--- src/rtl/sn74hc595_rx.sv ---
// Receive-side model of an SN74HC595: oversamples the three-wire link on clk and
// mirrors the chip's shift and storage registers, with a frame-length check.
module sn74hc595_rx #(
  parameter int unsigned WIDTH       = 8,
  parameter int unsigned SYNC_STAGES = 2,
  parameter int unsigned CNT_W       = 4
) (
  input  logic             clk,
  input  logic             rst,
  input  logic             SN74HC595_data,
  input  logic             SN74HC595_data_clk,
  input  logic             SN74HC595_refresh_clk,
  output logic [WIDTH-1:0] o_buf,
  output logic             o_valid,
  output logic             o_frame_err,
  output logic [CNT_W-1:0] o_bit_cnt
);

  localparam int unsigned       PrimeW    = $clog2(SYNC_STAGES + 1);
  localparam logic [PrimeW-1:0] PrimeLast = PrimeW'(SYNC_STAGES);
  localparam logic [CNT_W-1:0]  WidthCnt  = CNT_W'(WIDTH);
  localparam logic [CNT_W-1:0]  CntOne    = CNT_W'(1);

  typedef enum logic [0:0] {StPrime, StRun} state_e;

  state_e               state_q;
  logic [PrimeW-1:0]    prime_cnt_q;
  logic [SYNC_STAGES-1:0] data_sync_q;
  logic [SYNC_STAGES-1:0] dclk_sync_q;
  logic [SYNC_STAGES-1:0] rclk_sync_q;
  logic                 dclk_prev_q;
  logic                 rclk_prev_q;
  logic [WIDTH-1:0]     sr_q;
  logic [CNT_W-1:0]     bit_cnt_q;

  logic data_s;
  logic dclk_s;
  logic rclk_s;
  logic shift_rise;
  logic latch_rise;

  // Equal-depth synchronizers keep data aligned with its shift clock.
  always_ff @(posedge clk or posedge rst) begin
    if (rst) begin
      data_sync_q <= '0;
      dclk_sync_q <= '0;
      rclk_sync_q <= '0;
      dclk_prev_q <= 1'b0;
      rclk_prev_q <= 1'b0;
    end else begin
      data_sync_q <= {data_sync_q[SYNC_STAGES-2:0], SN74HC595_data};
      dclk_sync_q <= {dclk_sync_q[SYNC_STAGES-2:0], SN74HC595_data_clk};
      rclk_sync_q <= {rclk_sync_q[SYNC_STAGES-2:0], SN74HC595_refresh_clk};
      dclk_prev_q <= dclk_sync_q[SYNC_STAGES-1];
      rclk_prev_q <= rclk_sync_q[SYNC_STAGES-1];
    end
  end

  assign data_s = data_sync_q[SYNC_STAGES-1];
  assign dclk_s = dclk_sync_q[SYNC_STAGES-1];
  assign rclk_s = rclk_sync_q[SYNC_STAGES-1];

  // Edges are masked while priming so lines high at reset release are ignored.
  assign shift_rise = (state_q == StRun) && dclk_s && !dclk_prev_q;
  assign latch_rise = (state_q == StRun) && rclk_s && !rclk_prev_q;

  always_ff @(posedge clk or posedge rst) begin
    if (rst) begin
      state_q     <= StPrime;
      prime_cnt_q <= '0;
      sr_q        <= '0;
      bit_cnt_q   <= '0;
      o_buf       <= '0;
      o_valid     <= 1'b0;
      o_frame_err <= 1'b0;
    end else begin
      o_valid <= 1'b0;

      unique case (state_q)
        StPrime: begin
          if (prime_cnt_q == PrimeLast) begin
            state_q <= StRun;
          end else begin
            prime_cnt_q <= prime_cnt_q + 1'b1;
          end
        end
        StRun: ;
      endcase

      if (shift_rise) begin
        sr_q <= {sr_q[WIDTH-2:0], data_s};
      end

      // A coincident shift is counted into the new frame; the latch sees pre-shift sr.
      if (latch_rise) begin
        o_buf       <= sr_q;
        o_valid     <= 1'b1;
        o_frame_err <= (bit_cnt_q != WidthCnt);
        bit_cnt_q   <= shift_rise ? CntOne : '0;
      end else if (shift_rise && (bit_cnt_q != '1)) begin
        bit_cnt_q <= bit_cnt_q + 1'b1;
      end
    end
  end

  assign o_bit_cnt = bit_cnt_q;

endmodule

--- config.mk ---
export PLATFORM = sky130hd
export DESIGN_NAME = sn74hc595_rx
export DESIGN_NICKNAME = d
export VERILOG_FILES = /design/src/rtl/sn74hc595_rx.sv
export SDC_FILE = /design/constraint.sdc
export NUM_CORES = 1
export LEC_CHECK = 0
export ABC_CLOCK_PERIOD_IN_PS = 1100
export CORE_AREA = 8 8 49 81
export DETAILED_ROUTE_END_ITERATION = 6
export DIE_AREA = 0 0 57 89
export PLACE_DENSITY = 0.71
export RECOVER_POWER = 50
export SYNTH_ARGS = -nofsm -noshare
export SYNTH_HDL_FRONTEND = slang
export SYNTH_SLANG_ARGS = --single-unit
--- constraint.sdc ---
create_clock -name clk -period 1.1 [get_ports clk]
set_input_delay 0.165 -clock clk [delete_from_list [all_inputs] [get_ports clk]]
set_output_delay 0.165 -clock clk [all_outputs]
set_load 0.05 [all_outputs]
Word-level counts from Yosys, hierarchy flattened
Index checks and enable logic that the tools add are counted.
{ "totals": {"input_bits": 5, "output_inout_bits": 14, "ff_bits": 33} }
{ "classes": {"eq_ne": 3, "addsub": 2, "mux": 6, "n_bitwise": 2, "reduce_logical": 9} }
{ "ops": {"columns": ["op", "count"], "rows": [
  ["2-to-1 mux 4 bit", 2],
  ["!= test 4 bit, second input constant", 2],
  ["logical AND 1 bit", 5],
  ["adder 4 x 1 -> 4 bit, second input constant", 1],
  ["2-to-1 mux 1 bit", 4],
  ["adder 2 x 1 -> 2 bit, second input constant", 1],
  ["== test 2 bit, second input constant", 1],
  ["zero test 1 bit", 2],
  ["inverter 1 bit", 2],
  ["AND reduction 2 bit", 1],
  ["nonzero test 2 bit", 1]
]} }

Logic depth before layout (Yosys ltp)
{ "logic_depth": {"ltp_word": 5, "mapped_depth": 6} }

Worst setup path after synthesis
OpenSTA, ideal clock, no wires.
{ "synth_path": {"path_kind": "reg2reg", "start": "reg bit_cnt_q[0], in the netlist o_bit_cnt[0]", "end": "reg bit_cnt_q[0], in the netlist o_bit_cnt[0]", "setup_slack_ns": -0.395, "required_time_ns": 0.962, "arrival_time_ns": 1.357, "setup_ns": 0.138, "path_stages_with_launch": 5, "path_buffers": 0, "cell_sequence": "dfrtp_1 > ha_1 > and3_1 > nor4_1 > a221oi_2"} }
{ "synth_via": {"elab_chain_cells": 3} }
{ "synth_lines": {"columns": ["element", "line", "rtl"], "rows": [
  ["start: declaration", "34", "logic [CNT_W-1:0] bit_cnt_q;"],
  ["start signal: assignment", "99", "bit_cnt_q <= shift_rise ? CntOne : '0;"],
  ["start signal: assignment", "101", "bit_cnt_q <= bit_cnt_q + 1'b1;"],
  ["adder 4 x 1 -> 4 bit / != test 4 bit (equally long branches)", "101, 100", null],
  ["2-to-1 mux 4 bit / logical AND 1 bit (equally long branches)", "100", "end else if (shift_rise && (bit_cnt_q != '1)) begin"],
  ["2-to-1 mux 4 bit / nonzero test 2 bit (equally long branches)", null, null]
]} }
Several ways; a longest one is shown, not always the timed one. The select of a mux whose other input is x is not followed.
A chain may end at the register's enable or synchronous reset.

Worst setup path in the final report
{ "layout_path": {"start": "reg dclk_prev_q", "end": "reg bit_cnt_q[0], in the netlist o_bit_cnt[0]"} }
{ "layout_via": {"elab_chain_cells": 4} }
{ "layout_lines": {"columns": ["element", "line", "rtl"], "rows": [
  ["start: declaration", "31", "logic dclk_prev_q;"],
  ["start signal: assignment", "54", "dclk_prev_q <= dclk_sync_q[SYNC_STAGES-1];"],
  ["zero test 1 bit (*)", "64", "assign shift_rise = (state_q == StRun) && dclk_s && !dclk_prev_q;"],
  ["logical AND 1 bit (*)", "64", null],
  ["2-to-1 mux 1 bit / logical AND 1 bit (equally long branches)", "99, 100", null],
  ["2-to-1 mux 4 bit / nonzero test 2 bit (equally long branches)", null, null]
]} }
Every way passes the cells marked *; elsewhere a longest branch is shown, timed or not.

==> flow_summary_export.csv <==
group,metric,value,unit
floorplan,initial_utilization,45.6,%
sta,min_period,1.20,ns
detailed_routing,firstDrtPassIters,4,
setup_path,slowest_delay,0.36,ns
cts,cts_buffers,5,
setup_path,regToRegSetupSlack,-0.10,ns
final_layout,utilization,69.2,%
cts,clk_pin_slew_worst_paths,0.06,ns
logic_synthesis,syn_nets,112,
setup_path,crit_fanout,4,
logic_synthesis,yosysSeqAreaShare,63.3,%
floorplan,fp.dieH,89,µm
global_routing,grt_pass1_vias,927,
detailed_routing,postRouteAntennaNets,0,
setup_path,path_cells,"nand3b_1, buf_4, a221oi_2",
cts,clock-sinks,33,
detailed_routing,drc,0,
floorplan,die_w,57,µm
logic_synthesis,synth_cell_types,26,
sta,max_freq,0.832,GHz
place,dp_cells,158,
setup_path,cp-end-kind,"register",
power_and_ir_drop,power.density,1940,nW/µm²
setup_path,critPathKind,"register to register",
final_layout,drive_gt1_share,45.2,%
final_layout,finalNonFillerCells,174,
final_layout,final_cell_mix,"29 x dfrtp_1, 26 x nand2_1, 15 x buf_12",
sta,layout_setup_ws,-0.103,ns
place,portBuffers,18,
place,pre_cts_ws,-0.112,ns
cts,clk_latency,0.28,ns
floorplan,die_area,5070,µm²
global_routing,grt_overflow,0,
final_layout,area_delta_synth_final,51.9,%
setup_path,regToRegEndpoint,"o_bit_cnt[0]",
logic_synthesis,avgSynthCellArea,12.5,µm²
floorplan,core,2860,µm²
sta,slew_headroom,52.7,%
detailed_routing,drt-total-wl,2.43,mm
setup_path,required,1.28,ns
detailed_routing,vias,902,
sta,grt_setup_unrepaired,"true",
logic_synthesis,postSynthCellCount,104,
detailed_routing,drt_iter0_drc,5,
sta,finalSetupTns,-0.752,ns
place,dp.final_hpwl,1.72,mm
floorplan,pin_count,19,
floorplan,row_count,26,
cts,cts_root_buffer,"clkbuf_8",
setup_path,r2r_cells,3,
global_routing,grt.total_usage,10.5,%
setup_path,cp-start-kind,"register",
sta,hold_ws,0.354,ns
place,gp_congestion,0.918,
final_layout,final_nets,153,
cts,cts_max_path_buffers,2,
power_and_ir_drop,ir_worst_vdd,1.43,mV
logic_synthesis,synthesis.area,1310,µm²
min_path,min_to,"data_sync_q[1]",
final_layout,n_antenna_cell,0,
cts,htree_levels,2,
setup_path,r2r-start,"dclk_prev_q",
min_path,worstHoldPathType,"register to register",
job,cap_violations,0,
global_routing,antenna_found_initial,0,
status,violations,"setup timing",
setup_path,crit_slowest_cell,"dfrtp_1",
status,outcome,"complete, but fails checks",
global_routing,grt_max_degree,34,
setup_path,arrival,1.38,ns
sta,tightest_slew,0.710,ns
detailed_routing,routedWlPerCell,13.9,µm
cts,cts_tree,"done",
sta,slew_violations,0,
power_and_ir_drop,p_leak,0.954,nW
global_routing,grt_pass1_wl,4.06,mm
min_path,whs_path_depth,0,
logic_synthesis,yosys_warnings,0,
sta,fin_worst_skew,0.00421,ns
min_path,min-delay-start,"data_sync_q[0]",
sta,hold_violations,0,
final_layout,final_common_cell,"dfrtp_1",
sta,finalSetupViolations,14,
sta,period_share,109,%
detailed_routing,via_per_inst,5.18,
logic_synthesis,synth_seq_cells,33,
## power breakdown
group	switching [W]	leakage, nW	total [W]	internal, W
Clock	0.000403	0.0585	0.00114	0.000737
Combinational	0.000551	0.489	0.00117	0.000615
Sequential	0.000162	0.406	0.00154	0.00138
Total	0.00112	0.954	0.00385	0.00273
## layer usage
layer | GRT usage, % | up-vias | share of wire [%]
li1 | - | 427 | -
met1 | 10.2 | 439 | 39
met2 | 17.5 | 27 | 53
met3 | 4.55 | 9 | 5.6
met4 | 6.65 | 0 | 3.0
met5 | 0 | - | 0
## cells in the mapped netlist, drive strengths merged
| master | instances | area share, % |
|---|---|---|
| a221oi | 1 | 1.2 |
| and4b | 1 | 0.77 |
| nand3b | 2 | 1.2 |
| inv | 5 | 1.4 |
| clkbuf | 1 | 0.29 |
| nor2 | 1 | 0.29 |
| and2b | 1 | 0.58 |
| xnor2 | 1 | 0.67 |
| nand2 | 27 | 7.8 |
| mux2 | 8 | 9.2 |
| nor4 | 1 | 0.48 |
| nand3 | 3 | 1.2 |
| ha | 3 | 2.9 |
| a211oi | 1 | 0.96 |
| dfrtp | 33 | 63 |
| a21oi | 2 | 0.77 |
| and3 | 1 | 0.48 |
| o21ai | 4 | 1.5 |
| a41oi | 1 | 0.67 |
| or2 | 1 | 0.48 |
| nor3 | 2 | 1.2 |
| and3b | 1 | 0.77 |
| buf | 3 | 2.1 |
## logic make-up after synthesis
logic type | after synthesis | synth area share (%)
compound gates | 9 | 5.08
xor+xnor | 1 | 0.671
fa+ha+maj | 3 | 2.88
buf+inv | 9 | 3.83
flops | 33 | 63.3
mux | 8 | 9.20
simple gates | 41 | 15.1
## worst max path at each step
stage	start	to	slack [ns]	depth (start not counted)
after floorplan	o_bit_cnt[0]	o_bit_cnt[0]	-0.15	4
after global placement	state_q	o_bit_cnt[0]	-0.02	4
after detailed placement	state_q	o_bit_cnt[0]	-0.11	4
after CTS	state_q	o_bit_cnt[0]	-0.1	4
after global routing	state_q	o_bit_cnt[0]	-0.14	4
final	dclk_prev_q	o_bit_cnt[0]	-0.10	3
## critical path: cells and delay by family (launching register included)
| family | cells | cell delay [ns] |
|---|---|---|
| flops | 1 | 0.36 |
| buf+inv | 1 | 0.20 |
| compound gates | 1 | 0.28 |
| simple gates | 1 | 0.26 |
## metrics by stage
stage / cell area, µm² / total power (W)
5_1_grt: 1980 / 0.00401
3_5_place_dp: 1790 / 0.00267
4_1_cts: 1970 / 0.00388
2_1_floorplan: 1350 / 0.00209
6_report: 1980 / 0.00385
3_3_place_gp: 1790 / 0.00265
## sequential cells by signal, indices dropped and copies added, names as in the netlist
name         cells
prime_cnt_q      2
data_sync_q      2
o_bit_cnt        4
o_buf            8
dclk_sync_q      2
sr_q             8
rclk_sync_q      2
dclk_prev_q      1
o_frame_err      1
o_valid          1
rclk_prev_q      1
state_q          1
## final cells by class
cell class              count  area [µm²]
fillers                   224         881
flip-flops and latches     33         831
repair buffers             38         499
multi-input cells          62         479
clock buffers               7        86.3
well taps                  28        35.0
clock inverters             1        30.0
inverters                   5        21.3
## repair_timing
action	CTS	global route
setup buffers	6	2
hold buffers	0	0
resized for setup	6	5
endpoints found under the setup margin	18	23
pin swaps	6	1
No activity file was read; power rests on OpenSTA's default activity.
